<file path="config.mk">
export PLATFORM = sky130hd
export DESIGN_NAME = reaction_sequencer
export DESIGN_NICKNAME = d
export VERILOG_FILES = /design/src/rtl/reaction_timer_pkg.sv /design/src/rtl/ms_tick_gen.sv /design/src/rtl/reaction_sequencer.sv
export SDC_FILE = /design/constraint.sdc
export NUM_CORES = 1
export LEC_CHECK = 0
export CORE_AREA = 2 2 76 93
export CTS_BUF_LIST = sky130_fd_sc_hd__clkbuf_4 sky130_fd_sc_hd__clkbuf_8 sky130_fd_sc_hd__clkbuf_16
export CTS_CLUSTER_DIAMETER = 60
export CTS_CLUSTER_SIZE = 16
export DETAILED_ROUTE_END_ITERATION = 16
export DIE_AREA = 0 0 78 95
export GPL_TIMING_DRIVEN = 0
export PLACE_DENSITY = 0.8
export SLEW_MARGIN = 15
export SYNTH_ARGS = -nofsm -noshare
export SYNTH_HDL_FRONTEND = slang
export SYNTH_SLANG_ARGS = --single-unit
export TNS_END_PERCENT = 50
</file>
<file path="constraint.sdc">
create_clock -name clk -period 7.8 [get_ports clk]
set_clock_uncertainty 0.2 [all_clocks]
set_input_delay 1.17 -clock clk [delete_from_list [all_inputs] [get_ports clk]]
set_output_delay 1.17 -clock clk [all_outputs]
set_load 0.05 [all_outputs]
</file>
<file path="src/rtl/reaction_timer_pkg.sv">
// reaction_timer_pkg: shared state encoding plus width and timeout defaults for the reaction timer.
package reaction_timer_pkg;
    localparam int LFSR_W_DEF     = 13;
    localparam int RT_W_DEF       = 14;
    localparam int TIMEOUT_MS_DEF = 9999;
    typedef enum logic [2:0] {IDLE, ARM, WAIT, GO, DONE, FAULT, TOUT} state_t;
endpackage

</file>
<file path="src/rtl/ms_tick_gen.sv">
// ms_tick_gen: 1 ms prescaler; tick is high in the cycle the count sits at TICK_DIV-1.
module ms_tick_gen #(
    parameter int TICK_DIV = 50000
) (
    input  logic clk,
    input  logic rst,
    input  logic clr,
    output logic tick
);
    localparam int CW = (TICK_DIV > 1) ? $clog2(TICK_DIV) : 1;
    logic [CW-1:0] cnt_q, cnt_d;
    assign tick = cnt_q == CW'(TICK_DIV - 1);
    always_comb cnt_d = (clr || tick) ? '0 : cnt_q + CW'(1);
    always_ff @(posedge clk) begin
        if (rst) cnt_q <= '0;
        else     cnt_q <= cnt_d;
    end
endmodule

</file>
<file path="src/rtl/reaction_sequencer.sv">
// reaction_sequencer: reaction-timer game FSM (random delay, GO lamp, ms reaction count).
// Defining REACTION_BEST_TIME_EN adds the best_ms port tracking the fastest valid result.
module reaction_sequencer
    import reaction_timer_pkg::*;
#(
    parameter int TICK_DIV     = 50000,
    parameter int MIN_DELAY_MS = 1000,
    parameter int TIMEOUT_MS   = TIMEOUT_MS_DEF,
    parameter int LFSR_W       = LFSR_W_DEF,
    parameter int RT_W         = RT_W_DEF
) (
    input  logic              clk,
    input  logic              rst,
    input  logic              start,
    input  logic              button,
    input  logic [LFSR_W-1:0] lfsr_value,
    output logic              led_go,
    output logic [RT_W-1:0]   rt_ms,
    output logic              rt_valid,
    output logic              early_fault,
    output logic              timeout,
    output logic              busy
`ifdef REACTION_BEST_TIME_EN
   ,output logic [RT_W-1:0]   best_ms
`endif
);
    state_t state_q, state_d;
    logic start_prev_q, btn_prev_q;
    logic [RT_W-1:0] delay_cnt_q, delay_cnt_d, rt_cnt_q, rt_cnt_d, rt_ms_q, rt_ms_d;
    logic led_go_q, led_go_d, rt_valid_q, rt_valid_d, early_fault_q, early_fault_d;
    logic timeout_q, timeout_d, busy_q, busy_d;
    logic start_rise, btn_rise, tick, clr;

    assign start_rise = start & ~start_prev_q;
    assign btn_rise   = button & ~btn_prev_q;
    // Restart the ms phase whenever a timed interval begins.
    assign clr = (state_d == WAIT || state_d == GO) && state_d != state_q;

    ms_tick_gen #(.TICK_DIV(TICK_DIV)) u_tick (
        .clk  (clk),
        .rst  (rst),
        .clr  (clr),
        .tick (tick)
    );

    always_comb begin
        state_d     = state_q;
        delay_cnt_d = delay_cnt_q;
        rt_cnt_d    = rt_cnt_q;
        rt_ms_d     = rt_ms_q;
        case (state_q)
            IDLE, DONE, FAULT, TOUT: begin
                if (start_rise) begin
                    state_d = ARM;
                    rt_ms_d = '0;
                end
            end
            ARM: begin
                delay_cnt_d = RT_W'(MIN_DELAY_MS) + RT_W'(lfsr_value);
                rt_cnt_d    = '0;
                state_d     = WAIT;
            end
            WAIT: begin
                if (btn_rise) state_d = FAULT;
                else if (tick) begin
                    delay_cnt_d = delay_cnt_q - RT_W'(1);
                    if (delay_cnt_q <= RT_W'(1)) state_d = GO;
                end
            end
            GO: begin
                if (btn_rise) begin
                    state_d = DONE;
                    rt_ms_d = rt_cnt_q;
                end else if (tick) begin
                    rt_cnt_d = rt_cnt_q + RT_W'(1);
                    if (rt_cnt_d == RT_W'(TIMEOUT_MS)) begin
                        state_d = TOUT;
                        rt_ms_d = RT_W'(TIMEOUT_MS);
                    end
                end
            end
            default: state_d = IDLE;
        endcase
        led_go_d      = state_d == GO;
        rt_valid_d    = state_d == DONE;
        early_fault_d = state_d == FAULT;
        timeout_d     = state_d == TOUT;
        busy_d        = state_d inside {ARM, WAIT, GO};
    end

    always_ff @(posedge clk) begin
        if (rst) begin
            state_q       <= IDLE;
            start_prev_q  <= 1'b0;
            btn_prev_q    <= 1'b0;
            delay_cnt_q   <= '0;
            rt_cnt_q      <= '0;
            rt_ms_q       <= '0;
            led_go_q      <= 1'b0;
            rt_valid_q    <= 1'b0;
            early_fault_q <= 1'b0;
            timeout_q     <= 1'b0;
            busy_q        <= 1'b0;
        end else begin
            state_q       <= state_d;
            start_prev_q  <= start;
            btn_prev_q    <= button;
            delay_cnt_q   <= delay_cnt_d;
            rt_cnt_q      <= rt_cnt_d;
            rt_ms_q       <= rt_ms_d;
            led_go_q      <= led_go_d;
            rt_valid_q    <= rt_valid_d;
            early_fault_q <= early_fault_d;
            timeout_q     <= timeout_d;
            busy_q        <= busy_d;
        end
    end

    assign led_go      = led_go_q;
    assign rt_ms       = rt_ms_q;
    assign rt_valid    = rt_valid_q;
    assign early_fault = early_fault_q;
    assign timeout     = timeout_q;
    assign busy        = busy_q;

`ifdef REACTION_BEST_TIME_EN
    logic [RT_W-1:0] best_q, best_d;
    always_comb best_d = (state_d == DONE && state_q != DONE && rt_ms_d < best_q) ? rt_ms_d : best_q;
    always_ff @(posedge clk) begin
        if (rst) best_q <= '1;
        else     best_q <= best_d;
    end
    assign best_ms = best_q;
`endif
endmodule
</file>
; ---- After elaboration in Yosys (flattened, before gate mapping)
; Index checks and enable logic that the tools add are counted.
[totals]
register_bits = 68
latch_bits = 0
ram_bits = 0
romBits = 0
in_bits = 17
mem_count = 0
[classes]
addsub = 4
multipliers = 0
div_mod_pow = 0
order_cmp = 1
eq_ne = 22
n_shift = 0
muxes = 19
n_bitwise = 4
n_reduce_logical = 13
[op_table]
columns = operator, n
row1 = 14-bit two-way mux, 8
row2 = 14-bit one-hot mux with 2 select lines, 3
row3 = 3-bit two-way mux, 7
row4 = 3-bit == test (second input constant), 6
row5 = 16-bit by 1-bit adder with 16-bit output (second input constant), 1
row6 = 16-bit == test (second input constant), 1
row7 = 10-bit by 13-bit adder with 14-bit output (first input constant), 1
row8 = 14-bit by 1-bit adder with 14-bit output (second input constant), 1
row9 = 14-bit == test (second input constant), 1
row10 = 14-bit by 1-bit <= comparator with 1-bit output (second input constant), 1
row11 = 14-bit by 1-bit subtractor with 14-bit output (second input constant), 1
row12 = 3-bit by 2-bit == test with 1-bit output (second input constant), 4
row13 = 3-bit one-hot mux with 4 select lines, 1
row14 = 3-bit by 1-bit == test with 1-bit output (second input constant), 2
row15 = 2-bit inequality test (second input constant), 3
row16 = 3-bit AND reduction, 2
row17 = 2-bit nonzero test, 3
row18 = 2-bit by 1-bit inequality test with 1-bit output (second input constant), 2
row19 = 4-bit AND reduction, 1
row20 = 4-bit OR reduction, 1
row21 = 3-bit zero test, 1
row22 = 3-bit by 2-bit inequality test with 1-bit output (second input constant), 1
row23 = 3-bit inequality test, 1
row24 = 3-bit inequality test (second input constant), 1
row25 = other kinds (6), 9

; ---- Depth between registers and ports, before layout
[logic_depth]
ltp_word = 11
ltp_mapped = 9
ltp_nobuf = 8

; ---- Hierarchy
; From an unflattened synthesis, not the netlist that was laid out.
[unflattened]
cells_unflattened = 450
area_unflattened_um2 = 3616.0
[modules_own_cells]
columns = module, n_inst, cells_each, area_per_inst_um2, seq_area_each_um2
row1 = reaction_sequencer, 1, 370, 2895.3, 1041.0
row2 = ms_tick_gen, 1, 80, 720.7, 320.3

; ---- Worst setup path before layout
; No wires, ideal clock.
[synth_timing]
path_type = register to register
startpoint = reg rt_cnt_q[1]
endpoint = reg rt_ms_q[10] (netlist: rt_ms[10])
setup_time_ns = 0.121
arrival_ns = 2.396
required_time_ns = 7.479
slack_ns = 5.082
stages_incl_launch_ff = 9
n_path_buf = 1
path_cell_list = dfxtp_1 ha_1 nand3_2 nor4_1 xor2_1 or3_1 buf_6 o21a_4 mux2_4
[synth_between]
elab_chain_cells = 4
[synth_lines]
columns = item, line_no
row1 = from (decl), reaction_sequencer.sv:29  ; logic [RT_W-1:0] delay_cnt_q, delay_cnt_d, rt_cnt_q, rt_cnt_d, rt_ms_q, rt_ms_d;
row2 = from (signal assigned), reaction_sequencer.sv:109  ; rt_cnt_q <= rt_cnt_d;
row3 = 14-bit by 1-bit adder with 14-bit output, reaction_sequencer.sv:75  ; rt_cnt_d = rt_cnt_q + RT_W'(1);
row4 = 14-bit == test, reaction_sequencer.sv:76  ; if (rt_cnt_d == RT_W'(TIMEOUT_MS)) begin
row5 = 3-bit inequality test (no source line), n/a
row6 = 4-bit AND reduction (no source line), n/a
row7 = to (signal assigned), reaction_sequencer.sv:110  ; rt_ms_q <= rt_ms_d;
row8 = to (decl), reaction_sequencer.sv:29
; Every way passes these cells.
; A chain may end at the register's enable or synchronous reset.

; ---- Worst setup path after layout
[layout_timing]
startpoint = in button
endpoint = reg rt_cnt_q[10]
[layout_between]
elab_chain_cells = 3
[layout_lines]
columns = item, line_no
row1 = from (decl), reaction_sequencer.sv:15  ; input logic button,
row2 = 1-bit AND, reaction_sequencer.sv:35  ; assign btn_rise = button & ~btn_prev_q;
row3 = 2-bit inequality test (no source line), n/a
row4 = 3-bit AND reduction (no source line), n/a
; Every way passes these cells.

==> out/results.ini <==
[status]
run_status = completed

[timing]
setup_viol = 0
final.setup.tns_ps = 0
setup_slack_ps = 4420
fmaxAchievable_ghz = 0.296
worst_slew_pin_slew_ps = 1130
fin_crit_sh_pct = 43.3
maxSlewHeadroom_pct = 24.4
period_minus_slack_ps = 3380
hold_viol = 0
maxSlewViolCount = 0
rsz0062_at_grt = false

[global_route]
grt_pass1_vias = 3472
overflow = 0
antenna_found_initial = 0
grt_pass1_wl_mm = 16.0
grt_max_degree = 13
grtUsageTotal_pct = 27.3

[setup_path]
end_kind = flip-flop
cp.arrival_ps = 3470
cp_cell_sequence = clkdlybuf4s50_1 > nor2b_1 > clkbuf_1 > nor3_1 > and2_1 > o21ai_0 > a21oi_1
cp.required_ps = 7890
slowest_stage = nor3_1
crit_path_start_kind = input port
cp_max_fo = 10
worstSetupPathType = in -> reg
slowest_delay_ps = 960

[layout]
drive_gt1_share_pct = 6.45
final_cells = 630
register_area_mm2 = 0.00136
finalNetCount = 561
area.growth.synth_to_final_pct = 17.7
fin_area_mm2 = 0.00449
multi_input_area_mm2 = 0.00232
antenna_cells = 0
fill_cells = 574

[clock_network]
tritoncts = built
cts_root_buffer = clkbuf_8
cts_setup_buffers = 0
numCtsBuffers = 9
cts_max_path_buffers = 2
insertion_delay_ps = 350
ctsHoldBuffers = 0
cts_resized = 0
htreeDepth = 3
clock-sinks = 68
cts.reportedPaths.clkPinSlew_ps = 80

[routing]
drtAntennaViolNets = 0
wirelength_mm = 9.83
wl_per_cell_um = 15.6
route.detailed.drc = 0
first_pass_iters = 7
viasPerCell = 6.03
drt_iter0_drc = 318
vias = 3800

[floorplanning]
start_util_pct = 57.8
die_area_mm2 = 0.00741
rows = 33
ios = 36
coreArea_mm2 = 0.00661
die_w_um = 78
die_h_um = 95

[synthesis]
ys_top_cells_by_count = nor2_1, dfxtp_1, a21oi_1, nand2_1, o21ai_0
synth.most_common_cell = nor2_1
syn-num-nets = 515
post-synth-top-area-fraction_pct = 35.6
synth_cells = 492
ys_warn_count = 0
synth_xor_area_share_pct = 5.28
yosysSeqAreaShare_pct = 35.6
netlist_area_mm2 = 0.00382
synthTopCellsByArea = dfxtp_1, nor2_1, a21oi_1
synthArstFlopShare_pct = 0
syn_area_per_cell_um2 = 7.76
yosys.area.top_type = dfxtp_1
synth_flop_cell = dfxtp_1
synthSimpleGateAreaFrac_pct = 31.0
synthMuxAreaShare_pct = 2.23
synthDistinctLibCells = 55
synth_top_family_by_area = simple AND/OR/NAND/NOR gates
synth-compound-area-share_pct = 20.2
ys_ff_latch = 68
synthAdderAreaFrac_pct = 1.97
synth-edff-count = 0

[placed_design]
dpl.cell_count = 614
port-buffer-count = 35
dpl.hpwl_mm = 7.04
gp_congestion = 0.923
place_area_mm2 = 0.00428
place_ws_ps = 4100

[pwr]
peakVddDrop_mv = 0.114
leakage_nw = 1.59
p_per_area_mw_per_mm2 = 178

[worst_hold_path]
min_path_type = reg -> reg

[run]
max-cap-violations = 0

worst max-delay path: cells and delay by family:
family	cells	cell delay, ps
compound gates	2	230
buf+inv	2	690
simple gates	3	1370
stage by stage:
step / util, % / hold slack [ps] / total power [W]
after CTS: 68.0 / 264 / 0.000800
after detailed placement: 64.8 / 242 / 0.000484
final: 68.0 / 260 / 0.000799
after global placement: 64.8 / 239 / 0.000482
after floorplan: - / 213 / 0.000447
after global routing: 68.0 / 299 / 0.000828
cell type report:
class                      count  area share, %
multi-input combinational    390           51.6
sequential                    68           30.3
timing repair buffer          35           7.80
clock buffer                   9           2.76
tap                           87           2.42
buffer                        25           2.37
clock inverter                 7           2.03
inverter                       9          0.752
layer usage:
layer	GRT usage [%]	wire (um)
met1	33.1	4080
met2	47.2	4860
met3	4.11	609
met4	13.7	270
met5	0	0
sequential cells by signal (all words and copies together) (netlist names):
register,cells
u_tick.cnt_q,16
rt_valid,1
busy,1
state_q,3
led_go,1
early_fault,1
delay_cnt_q,14
btn_prev_q,1
rt_ms,14
rt_cnt_q,14
start_prev_q,1
timeout,1
power breakdown:
group / total, W / switching [W] / internal (W)
Combinational: 0.000116 / 0.0000734 / 0.0000423
Sequential: 0.000363 / 0.00000689 / 0.000356
Clock: 0.000320 / 0.000141 / 0.000179
final timing paths:
kind,startpoint,to,slack (ps),depth (start not counted)
worst min register to register,u_tick.cnt_q[0],u_tick.cnt_q[0],260,1
worst min-delay path,u_tick.cnt_q[0],u_tick.cnt_q[0],260,1
worst max register to register,rt_cnt_q[1],rt_ms[2],4760,8
worst max-delay path,button,rt_cnt_q[10],4420,7
cells by family (layout without fill, tap and decap cells):
group | count (synthesis) | after routing
AOI/OAI and AO/OA | 128 | 128
muxes | 6 | 6
and+or+nand+nor | 227 | 227
adders and majority gates | 6 | 6
DFF | 68 | 68
buffers and inverters | 34 | 85
xor gates and xnor gates | 23 | 23
cell usage in the layout (no fill, tap or decap), drive strengths merged, types with 9 or more instances in the layout:
cell type and instances:
clkdlybuf4s50 35, xnor2 12, nand2b 10, o21ai 38, a21oi 45, nand3 15
dfxtp 68, nand4 10, nor2 70, nor4 9, and3 9, nor3 21
inv 9, clkbuf 27, xor2 11, nor2b 16, nand2 37
Note: power is estimated with default switching activity, not from simulation.
